**src/rtl/mem_controller.sv**
```systemverilog
// Single-port byte-wide memory arbiter: serialises LSB loads/stores and 32-bit fetches.
// Optional MEM_IO_STALL_EN: I/O stores (addr[17:16]==2'b11) wait while io_buffer_full is high.
module mem_controller #(
  parameter int LSB_ID_WIDTH = 3,
  parameter int ADDR_WIDTH   = 32
) (
  input  logic                    clk,
  input  logic                    rst_in,
  input  logic                    rdy_in,
  input  logic                    flush,
  input  logic                    lsb2mem_en,
  input  logic                    lsb2mem_store_load,
  input  logic [ADDR_WIDTH-1:0]   lsb2mem_addr,
  input  logic [2:0]              lsb2mem_type,
  input  logic [31:0]             lsb2mem_val,
  input  logic [LSB_ID_WIDTH-1:0] lsb2mem_load_id,
  output logic                    mem_busy,
  output logic                    mem2lsb_load_en,
  output logic [LSB_ID_WIDTH-1:0] mem2lsb_load_id,
  output logic [31:0]             mem2lsb_load_val,
  input  logic                    if2mem_en,
  input  logic [ADDR_WIDTH-1:0]   if2mem_addr,
  output logic                    mem2if_en,
  output logic [31:0]             mem2if_inst,
  input  logic [7:0]              mem_din,
  output logic [7:0]              mem_dout,
  output logic [ADDR_WIDTH-1:0]   mem_a,
  output logic                    mem_wr,
  input  logic                    io_buffer_full
);

  typedef enum logic [1:0] {S_IDLE, S_LOAD, S_STORE, S_FETCH} state_t;

  state_t                  state_q, state_d;
  logic [2:0]              cnt_q, cnt_d;
  logic [2:0]              n_q, n_d;
  logic                    sext_q, sext_d;
  logic [31:0]             buf_q, buf_d;
  logic [LSB_ID_WIDTH-1:0] id_q, id_d;
  logic                    busy_q, busy_d;
  logic                    wr_q, wr_d;
  logic [ADDR_WIDTH-1:0]   a_q, a_d;
  logic [7:0]              dout_q, dout_d;
  logic                    lsb_en_q, lsb_en_d;
  logic [LSB_ID_WIDTH-1:0] lsb_id_q, lsb_id_d;
  logic [31:0]             lsb_val_q, lsb_val_d;
  logic                    if_en_q, if_en_d;
  logic [31:0]             if_inst_q, if_inst_d;
  logic [31:0]             cap;
  logic                    stall_new, stall_cur;

`ifdef MEM_IO_STALL_EN
  assign stall_new = (lsb2mem_addr[17:16] == 2'b11) && io_buffer_full;
  assign stall_cur = (a_q[17:16] == 2'b11) && io_buffer_full;
`else
  // Feature disabled: the buffer-full flag never holds a store back.
  assign stall_new = 1'b0 & io_buffer_full;
  assign stall_cur = 1'b0;
`endif

  function automatic logic [2:0] nbytes(input logic [1:0] t);
    return t[1] ? 3'd4 : (t[0] ? 3'd2 : 3'd1);
  endfunction

  function automatic logic [7:0] byte_of(input logic [31:0] w, input logic [1:0] idx);
    case (idx)
      2'd0:    return w[7:0];
      2'd1:    return w[15:8];
      2'd2:    return w[23:16];
      default: return w[31:24];
    endcase
  endfunction

  always_comb begin
    state_d   = state_q;
    cnt_d     = cnt_q;
    n_d       = n_q;
    sext_d    = sext_q;
    buf_d     = buf_q;
    id_d      = id_q;
    busy_d    = busy_q;
    wr_d      = wr_q;
    a_d       = a_q;
    dout_d    = dout_q;
    lsb_en_d  = lsb_en_q;
    lsb_id_d  = lsb_id_q;
    lsb_val_d = lsb_val_q;
    if_en_d   = if_en_q;
    if_inst_d = if_inst_q;

    // Byte cnt-1 arrives on mem_din one cycle after its address was driven.
    cap = buf_q;
    for (int i = 0; i < 4; i++) begin
      if (cnt_q == 3'(i + 1)) cap[8*i +: 8] = mem_din;
    end

    if (rdy_in) begin
      lsb_en_d = 1'b0;
      if_en_d  = 1'b0;
      case (state_q)
        S_IDLE: begin
          if (lsb2mem_en && (lsb2mem_store_load || !flush)) begin
            n_d    = nbytes(lsb2mem_type[1:0]);
            sext_d = !lsb2mem_type[2] && !lsb2mem_type[1];
            id_d   = lsb2mem_load_id;
            a_d    = lsb2mem_addr;
            cnt_d  = 3'd0;
            busy_d = 1'b1;
            if (lsb2mem_store_load) begin
              state_d = S_STORE;
              buf_d   = lsb2mem_val;
              dout_d  = lsb2mem_val[7:0];
              wr_d    = !stall_new;
            end else begin
              state_d = S_LOAD;
              buf_d   = 32'd0;
            end
          end else if (if2mem_en && !flush) begin
            state_d = S_FETCH;
            n_d     = 3'd4;
            sext_d  = 1'b0;
            a_d     = if2mem_addr;
            cnt_d   = 3'd0;
            buf_d   = 32'd0;
            busy_d  = 1'b1;
          end
        end
        S_LOAD, S_FETCH: begin
          if (flush) begin
            state_d = S_IDLE;
            busy_d  = 1'b0;
          end else begin
            if (cnt_q + 3'd1 < n_q) a_d = a_q + ADDR_WIDTH'(1);
            cnt_d = cnt_q + 3'd1;
            buf_d = cap;
            if (cnt_q == n_q) begin
              state_d = S_IDLE;
              busy_d  = 1'b0;
              if (state_q == S_LOAD) begin
                lsb_en_d = 1'b1;
                lsb_id_d = id_q;
                if (n_q == 3'd1)
                  lsb_val_d = {{24{sext_q & cap[7]}}, cap[7:0]};
                else if (n_q == 3'd2)
                  lsb_val_d = {{16{sext_q & cap[15]}}, cap[15:0]};
                else
                  lsb_val_d = cap;
              end else begin
                if_en_d   = 1'b1;
                if_inst_d = cap;
              end
            end
          end
        end
        default: begin
          // STORE: wr_q low with cnt_q < n_q means the current byte is stalled.
          if (wr_q) begin
            if (cnt_q + 3'd1 < n_q) begin
              cnt_d  = cnt_q + 3'd1;
              a_d    = a_q + ADDR_WIDTH'(1);
              dout_d = byte_of(buf_q, 2'(cnt_q + 3'd1));
              wr_d   = !stall_cur;
            end else begin
              wr_d  = 1'b0;
              cnt_d = n_q;
            end
          end else if (cnt_q == n_q) begin
            state_d = S_IDLE;
            busy_d  = 1'b0;
          end else if (!stall_cur) begin
            wr_d = 1'b1;
          end
        end
      endcase
    end
  end

  always_ff @(posedge clk or posedge rst_in) begin
    if (rst_in) begin
      state_q   <= S_IDLE;
      cnt_q     <= 3'd0;
      n_q       <= 3'd0;
      sext_q    <= 1'b0;
      buf_q     <= 32'd0;
      id_q      <= '0;
      busy_q    <= 1'b0;
      wr_q      <= 1'b0;
      a_q       <= '0;
      dout_q    <= 8'd0;
      lsb_en_q  <= 1'b0;
      lsb_id_q  <= '0;
      lsb_val_q <= 32'd0;
      if_en_q   <= 1'b0;
      if_inst_q <= 32'd0;
    end else begin
      state_q   <= state_d;
      cnt_q     <= cnt_d;
      n_q       <= n_d;
      sext_q    <= sext_d;
      buf_q     <= buf_d;
      id_q      <= id_d;
      busy_q    <= busy_d;
      wr_q      <= wr_d;
      a_q       <= a_d;
      dout_q    <= dout_d;
      lsb_en_q  <= lsb_en_d;
      lsb_id_q  <= lsb_id_d;
      lsb_val_q <= lsb_val_d;
      if_en_q   <= if_en_d;
      if_inst_q <= if_inst_d;
    end
  end

  assign mem_busy         = busy_q;
  assign mem_wr           = wr_q;
  assign mem_a            = a_q;
  assign mem_dout         = dout_q;
  assign mem2lsb_load_en  = lsb_en_q;
  assign mem2lsb_load_id  = lsb_id_q;
  assign mem2lsb_load_val = lsb_val_q;
  assign mem2if_en        = if_en_q;
  assign mem2if_inst      = if_inst_q;

endmodule

```
**config.mk**
```make
export PLATFORM = sky130hd
export DESIGN_NAME = mem_controller
export DESIGN_NICKNAME = d
export VERILOG_FILES = /design/src/rtl/mem_controller.sv
export SDC_FILE = /design/constraint.sdc
export NUM_CORES = 1
export LEC_CHECK = 0
export ABC_AREA = 1
export ABC_CLOCK_PERIOD_IN_PS = 6200
export CORE_MARGIN = 2
export CORE_UTILIZATION = 50
export DETAILED_ROUTE_END_ITERATION = 12
export PLACE_DENSITY = 0.84
export REMOVE_ABC_BUFFERS = 1
export SETUP_SLACK_MARGIN = 0.3
export SLEW_MARGIN = 20
export SYNTH_ARGS = -nofsm -noshare
export SYNTH_HDL_FRONTEND = slang
export SYNTH_SLANG_ARGS = --single-unit
```
**constraint.sdc**
```tcl
create_clock -name clk -period 6.2 [get_ports clk]
set_clock_uncertainty 0.1 [all_clocks]
set_input_delay 0.93 -clock clk [delete_from_list [all_inputs] [get_ports clk]]
set_output_delay 0.93 -clock clk [all_outputs]
set_load 0.03 [all_outputs]
```
# Word level (Yosys, flattened, before mapping)
# Cells that the tools add are included.
# totals
ff_bits,155
input_bits,118
out_inout_bits,111
wordCells,125
# op_classes
n_addsub,2
order_cmp,1
n_eq_ne,16
mux,62
bitwise,5
n_reduce_logical,24
# op_table
op,count
two-way mux 32 bit,11
case mux 32 bit (2 select lines),2
two-way mux 8 bit,8
"adder 32 x 1 -> 32 bit, second input constant",1
two-way mux 3 bit,8
case mux 8 bit (3 select lines),1
two-way mux 1 bit,20
case mux 8 bit (2 select lines),1
two-way mux 2 bit,7
AND reduction 4 bit,3
AND reduction 5 bit,2
"equality test 3 x 2 -> 1 bit, second input constant",3
AND reduction 3 bit,3
nonzero test 2 bit,4
"equality test 3 x 1 -> 1 bit, second input constant",2
"!= test 2 bit, second input constant",3
case mux 3 bit (2 select lines),1
AND reduction 6 bit,1
"equality test 2 x 1 -> 1 bit, second input constant",2
"equality test 2 bit, second input constant",2
zero test 2 bit,2
case mux 1 bit (2 select lines),2
case mux 2 bit (2 select lines),1
"adder 3 x 1 -> 3 bit, second input constant",1
12 further kinds,19

# Longest topological paths before layout
# logic_depth
ltp_word,6
ltp_mapped,13
mapped_depth_nobuf,12

# Least setup slack after synthesis
# OpenSTA, ideal clock, no wires.
# synth_timing
kind,register to register
from,register cnt_q[0]
to,"register dout_q[0], in the netlist mem_dout[0]"
setup_time_ns,0.077
arrival_ns,2.253
required_ns,6.023
setup_slack_ns,3.769
stages_incl_launch_ff,13
path_buffers,1
synth_period_minus_slack_ns,2.431
cell_sequence,dfrtp_1 ha_1 ha_1 inv_1 ha_1 a21oi_1 nand2_1 nand2_1 o21ai_1 nor2_4 buf_6 nor2_1 a21oi_1
# synth_between
elab_chain_len,6
elab_cells_between_ends,11
cone_classes,1 x add/sub; 1 x order compare; 2 x eq/ne; 4 x mux; 3 x reduce/logical
# synth_rtl
item,line_no,source
from (decl),35,"logic [2:0] cnt_q, cnt_d;"
from (signal assigned),197,cnt_q <= cnt_d;
adder 3 x 1 -> 3 bit *,161,"dout_d = byte_of(buf_q, 2'(cnt_q + 3'd1));"
"equality test 2 bit, or another cell as far along",66,case (idx)
case mux 8 bit (3 select lines),66,
two-way mux 8 bit,158,if (cnt_q + 3'd1 < n_q) begin
two-way mux 8 bit,157,if (wr_q) begin
case mux 8 bit (2 select lines),100,case (state_q)
to (signal assigned),205,dout_q <= dout_d;
to (decl),43,"logic [7:0] dout_q, dout_d;"
# Mark *: on every way between the ends. The rest lies on a longest branch, timed or not. The select of a mux whose other input is x is not followed.
# A chain may end at the register's enable or synchronous reset.

# Worst setup path after layout
# layout_timing
from,input port lsb2mem_store_load
to,"register dout_q[6], in the netlist mem_dout[6]"
# layout_between
elab_chain_len,4
elab_cells_between_ends,5
cone_classes,2 x eq/ne; 3 x reduce/logical
# layout_rtl
item,line_no,source
from (decl),12,"input logic lsb2mem_store_load,"
logical OR 1 bit,102,if (lsb2mem_en && (lsb2mem_store_load || !flush)) begin
logical AND 1 bit,102,
!= test 2 bit (no source line),--,
AND reduction 6 bit (no source line) *,--,
# Mark *: on every way between the ends. The rest lies on a longest branch, timed or not.

==> results.md <==
Global routing:
- The number of antenna violations at the first check in global routing is 1.
- Global routing used 28.6% of the available tracks across all layers.
- The pin count of the biggest net entering global routing is 102.
- The first global-routing pass estimated 45300 um of wire.
- The remaining global-route overflow is 0.
- The number of global-route vias before repair is 9081.
- For this run, global-route usage on met3 was measured as 6.46%.
- The layer with the highest usage is met2.
- The met1 layer usage reported by global route is 38.0%.
- The global routing met2 resource utilization is 47.5%.

STA:
- The minimum period implied by the final worst setup slack is 3.89 ns.
- For this run, the top clock speed supported by timing is 257 MHz.
- Setup repair after global routing left no endpoint under its margin.
- At the pin with the least slew margin, the transition time is 1.05 ns.
- The post-route clock period utilization is 62.8%.
- Once routing completed, OpenROAD measured the worst setup slack at 2.31 ns.
- The final number of hold-violating endpoints is 0.
- The number of pins with negative max-slew slack in the final report is 0.
- Setup total negative slack on the finished layout was measured at 0 ns.
- Setup violations remaining at the end of the flow were counted as 0.
- The headroom to the max-slew limit is 29.8%.

Clock tree:
- The maximum buffer depth of the clock tree is 2.
- The total setup buffers inserted after CTS is 0.
- After clock tree synthesis, the flow added hold-fix buffers numbering 0.
- The CTS tree is built.
- The clock-pin slew of the registers on the worst-case setup and hold paths is 0.07 ns.
- The H-tree generated during clock tree synthesis spans 4 levels.
- The total clock buffers created by CTS is 17.
- Gates resized during post-CTS repair numbered 0.
- The clock reaches the later pin of the worst-skew pair after 0.44 ns.
- CTS placed an instance of sky130_fd_sc_hd__clkbuf_16 at the clock tree root.
- The tree built by TritonCTS fans out to 155 sinks.

Layout:
- The number of antenna diodes in the final layout is 0.
- The final core utilization is 67.0%.
- The layout overhead on the synthesized area is 31.9%.
- The count of nets after finishing is 1656.
- The ratio of cells with drive above 1 in the final layout is 4.61%.

Detailed routing:
- The pre-antenna-repair detailed-routing pass consisted of 5 iterations.
- The number of routed nets with antenna violations is 0.
- The final layout contains routed wiring with a total length of 28100 um.
- The detailed router's first-iteration violation count is 905.
- After detailed routing, the average wire length per cell comes to 15.9 um.
- The post-route DRC violation count is 0.
- The average vias per placed instance is 5.41.
- The count of vias placed by the detailed router is 9573.

Pwr:
- The part of the power in combinational logic is 53.3%.
- The power density over cell area is 518 nW/um^2.
- The leakage power is 5.65 nW.
- The proportion of power drawn by the clock network is 17.0%.
- Internal power comes to 3.17 mW.
- Of the total power, registers draw 29.7%.
- The switching component of the power is 3.04 mW.
- VDD sags by at most 0.272 mV.
- The total power draw is 6.21 mW.
- Net switching is 48.9% of the power.

Place:
- The congestion estimate from routability-driven global placement came to 0.892.
- During placement, the flow inserted port buffers numbering 227.
- The half-perimeter wire length after detailed placement is 19400 um.
- The pre-CTS setup slack is 1.91 ns.

Worst setup path:
- The launch point of the critical path is lsb2mem_store_load.
- The maximum fanout encountered on the critical timing path is 36.
- The startpoint kind of the worst setup timing path is an input port.
- The startpoint of the lowest-slack register-to-register path is state_q[0].
- STA classifies the critical path endpoint as a flop.
- At the worst endpoint, the required time is 6.40 ns.
- The arrival time at the worst endpoint is 4.10 ns.
- The critical path class is in2reg.

Logic synthesis:
- Ranked by total cell area, the synthesized netlist is headed by sky130_fd_sc_hd__dfrtp_1, sky130_fd_sc_hd__nand2_1, sky130_fd_sc_hd__o21ai_0.
- Of the post-synthesis cell area, the part taken by muxes is 0%.
- The proportion of netlist area held by the largest area contributor is 42.6%.
- The share of synthesized area occupied by flip-flops and latches is 42.6%.
- The count of flip-flops with a built-in enable after synthesis is 0.
- The fraction of the mapped netlist area in compound gates is 16.4%.
- Among all flip-flop cells after synthesis, the most frequent one is sky130_fd_sc_hd__dfrtp_1.
- The cell type with the highest aggregate area in the netlist is sky130_fd_sc_hd__dfrtp_1.
- In this run the cell area of the synthesized design comes to 9100 sq um.
- After synthesis, the largest family of logic cells by area is simple AND/OR/NAND/NOR gates.
- The area share of and/or/nand/nor cells after synthesis is 31.5%.
- The adder and majority cell fraction of the synthesized area is 1.51%.
- The synthesized netlist devotes 0.289% of its cell area to XOR and XNOR gates.
- The average size of a mapped cell is 6.81 sq um.
- The number of synthesized register bits is 155.
- The proportion of register bits with asynchronous set or reset after synthesis is 100%.
- The unique cell type count in the Yosys netlist is 38.
- Synthesis produced 1337 cells.
- The Yosys warning count is 0.

Min path:
- The startpoint identified for the worst hold timing path is id_q[2].
- In this run the worst hold path is classified as reg2reg.

Floorplan:
- The horizontal die dimension is 139 um.
- The floorplan die area is 19300 sq um.
- The initial core utilization is 50.8%.
- During I/O placement, the number of pins put on the boundary was 229.
- The area inside the core boundary is 17900 sq um.
- The die outline height is 139 um.
- The initialized floorplan defines 49 standard-cell rows.

Flow run:
- The max-cap check violation count is 0.

Status:
- The flow ran to the end, and the final reports show no timing, DRC or antenna violations.
cell usage in the layout, fill, tap and decap left out, types with 7 or more instances in the layout:
cell and n:
sky130_fd_sc_hd__a31oi_1 8, sky130_fd_sc_hd__clkbuf_16 17, sky130_fd_sc_hd__a21oi_2 7, sky130_fd_sc_hd__a21boi_0 12
sky130_fd_sc_hd__a21boi_1 12, sky130_fd_sc_hd__o21ai_0 150, sky130_fd_sc_hd__dfrtp_1 155, sky130_fd_sc_hd__nand3_1 28
sky130_fd_sc_hd__a21oi_1 60, sky130_fd_sc_hd__o22ai_1 12, sky130_fd_sc_hd__nor2_1 187, sky130_fd_sc_hd__inv_1 95
sky130_fd_sc_hd__nand2_1 490, sky130_fd_sc_hd__ha_1 11, sky130_fd_sc_hd__clkdlybuf4s50_1 227, sky130_fd_sc_hd__o21ai_1 7
cell usage after synthesis (2+ instances only):
library cell,number
sky130_fd_sc_hd__nor3_2,2
sky130_fd_sc_hd__o22ai_1,12
sky130_fd_sc_hd__buf_4,7
sky130_fd_sc_hd__ha_1,11
sky130_fd_sc_hd__inv_1,96
sky130_fd_sc_hd__or2_2,2
sky130_fd_sc_hd__nor2_1,187
sky130_fd_sc_hd__o21ai_0,150
sky130_fd_sc_hd__nor2_4,3
sky130_fd_sc_hd__a31oi_1,8
sky130_fd_sc_hd__nor3_1,4
sky130_fd_sc_hd__xor2_1,3
sky130_fd_sc_hd__inv_2,6
sky130_fd_sc_hd__dfrtp_1,155
sky130_fd_sc_hd__nand3_1,28
sky130_fd_sc_hd__a21oi_1,60
sky130_fd_sc_hd__o21ai_1,7
sky130_fd_sc_hd__buf_6,2
sky130_fd_sc_hd__nand2_2,4
sky130_fd_sc_hd__nand2_1,490
sky130_fd_sc_hd__nand3_2,3
sky130_fd_sc_hd__a21boi_0,12
sky130_fd_sc_hd__buf_2,27
sky130_fd_sc_hd__a21boi_1,12
sky130_fd_sc_hd__a21oi_2,7
sky130_fd_sc_hd__o21bai_1,2
sky130_fd_sc_hd__nor2_2,3
sky130_fd_sc_hd__clkbuf_1,23
sky130_fd_sc_hd__buf_1,2
power groups by stage:
stage | combinational [mW] | clock [mW] | sequential, mW
global route | 3.62 | 1.11 | 1.89
global placement | 3.18 | 0 | 1.83
CTS | 3.28 | 1.06 | 1.83
floorplan | 1.52 | 0 | 2.33
detailed placement | 3.26 | 0 | 1.84
finish | 3.31 | 1.06 | 1.85
area by class of cell:
class                   instances  area, sq um
multi-input cells            1017         4530
clock buffers                  17          425
flip-flops and latches        155         3880
well taps                     229          287
repair buffers                233         2320
inverters                     103          393
clock inverters                15          173
fillers                      1510         5900
metrics by stage:
step | area (sq um) | std cells | hold WS (ns)
3_5_place_dp | 11400 | 1737 | 0.361
5_1_grt | 12000 | 1769 | 0.396
6_report | 12000 | 1769 | 0.370
3_3_place_gp | 11400 | 1737 | 0.354
4_1_cts | 12000 | 1769 | 0.377
2_1_floorplan | 8790 | 1275 | 0.342
state kept, by name, summed over array words and instances (netlist names), 2 cells and up:
signal and count:
buf_q 32, mem2if_inst 32, mem2lsb_load_val 32, mem_a 32
mem_dout 8, cnt_q 3, id_q 3, mem2lsb_load_id 3
n_q 3, state_q 2
logic make-up after synthesis:
kind of cell,Yosys count
simple gates,730
compound gates,273
buf+inv,165
flops,155
fa+ha+maj,11
xor+xnor,3
metal layers:
metal	up-vias	routed length, um
met3	47	2230
met1	4472	12100
met5	-	16
met2	428	13300
met4	2	574
li1	4624	-
worst max-delay path: stages:
cell and delay [ns]:
sky130_fd_sc_hd__clkdlybuf4s50_1 0.48, sky130_fd_sc_hd__inv_1 0.09, sky130_fd_sc_hd__nand2_1 0.06, sky130_fd_sc_hd__nand2_2 0.50, sky130_fd_sc_hd__clkinv_2 0.61, sky130_fd_sc_hd__nand2_2 0.75, sky130_fd_sc_hd__nand2_1 0.20, sky130_fd_sc_hd__nand3_2 0.16
sky130_fd_sc_hd__nor2_4 0.11, sky130_fd_sc_hd__nor2_1 0.11, sky130_fd_sc_hd__a21oi_1 0.05
worst paths after layout:
path / end / slack, ns / depth (start not counted)
worst max-delay path: mem_dout[6] / 2.31 / 11
worst min register to register: mem2lsb_load_id[2] / 0.37 / 2
min in group asynchronous: mem_a[15] / 0.99 / 2
max in group asynchronous: mem2if_inst[21] / 3.71 / 3
worst min-delay path: mem2lsb_load_id[2] / 0.37 / 2
worst max register to register: mem_a[21] / 2.82 / 11
Note: power is estimated with default switching activity, not from simulation.
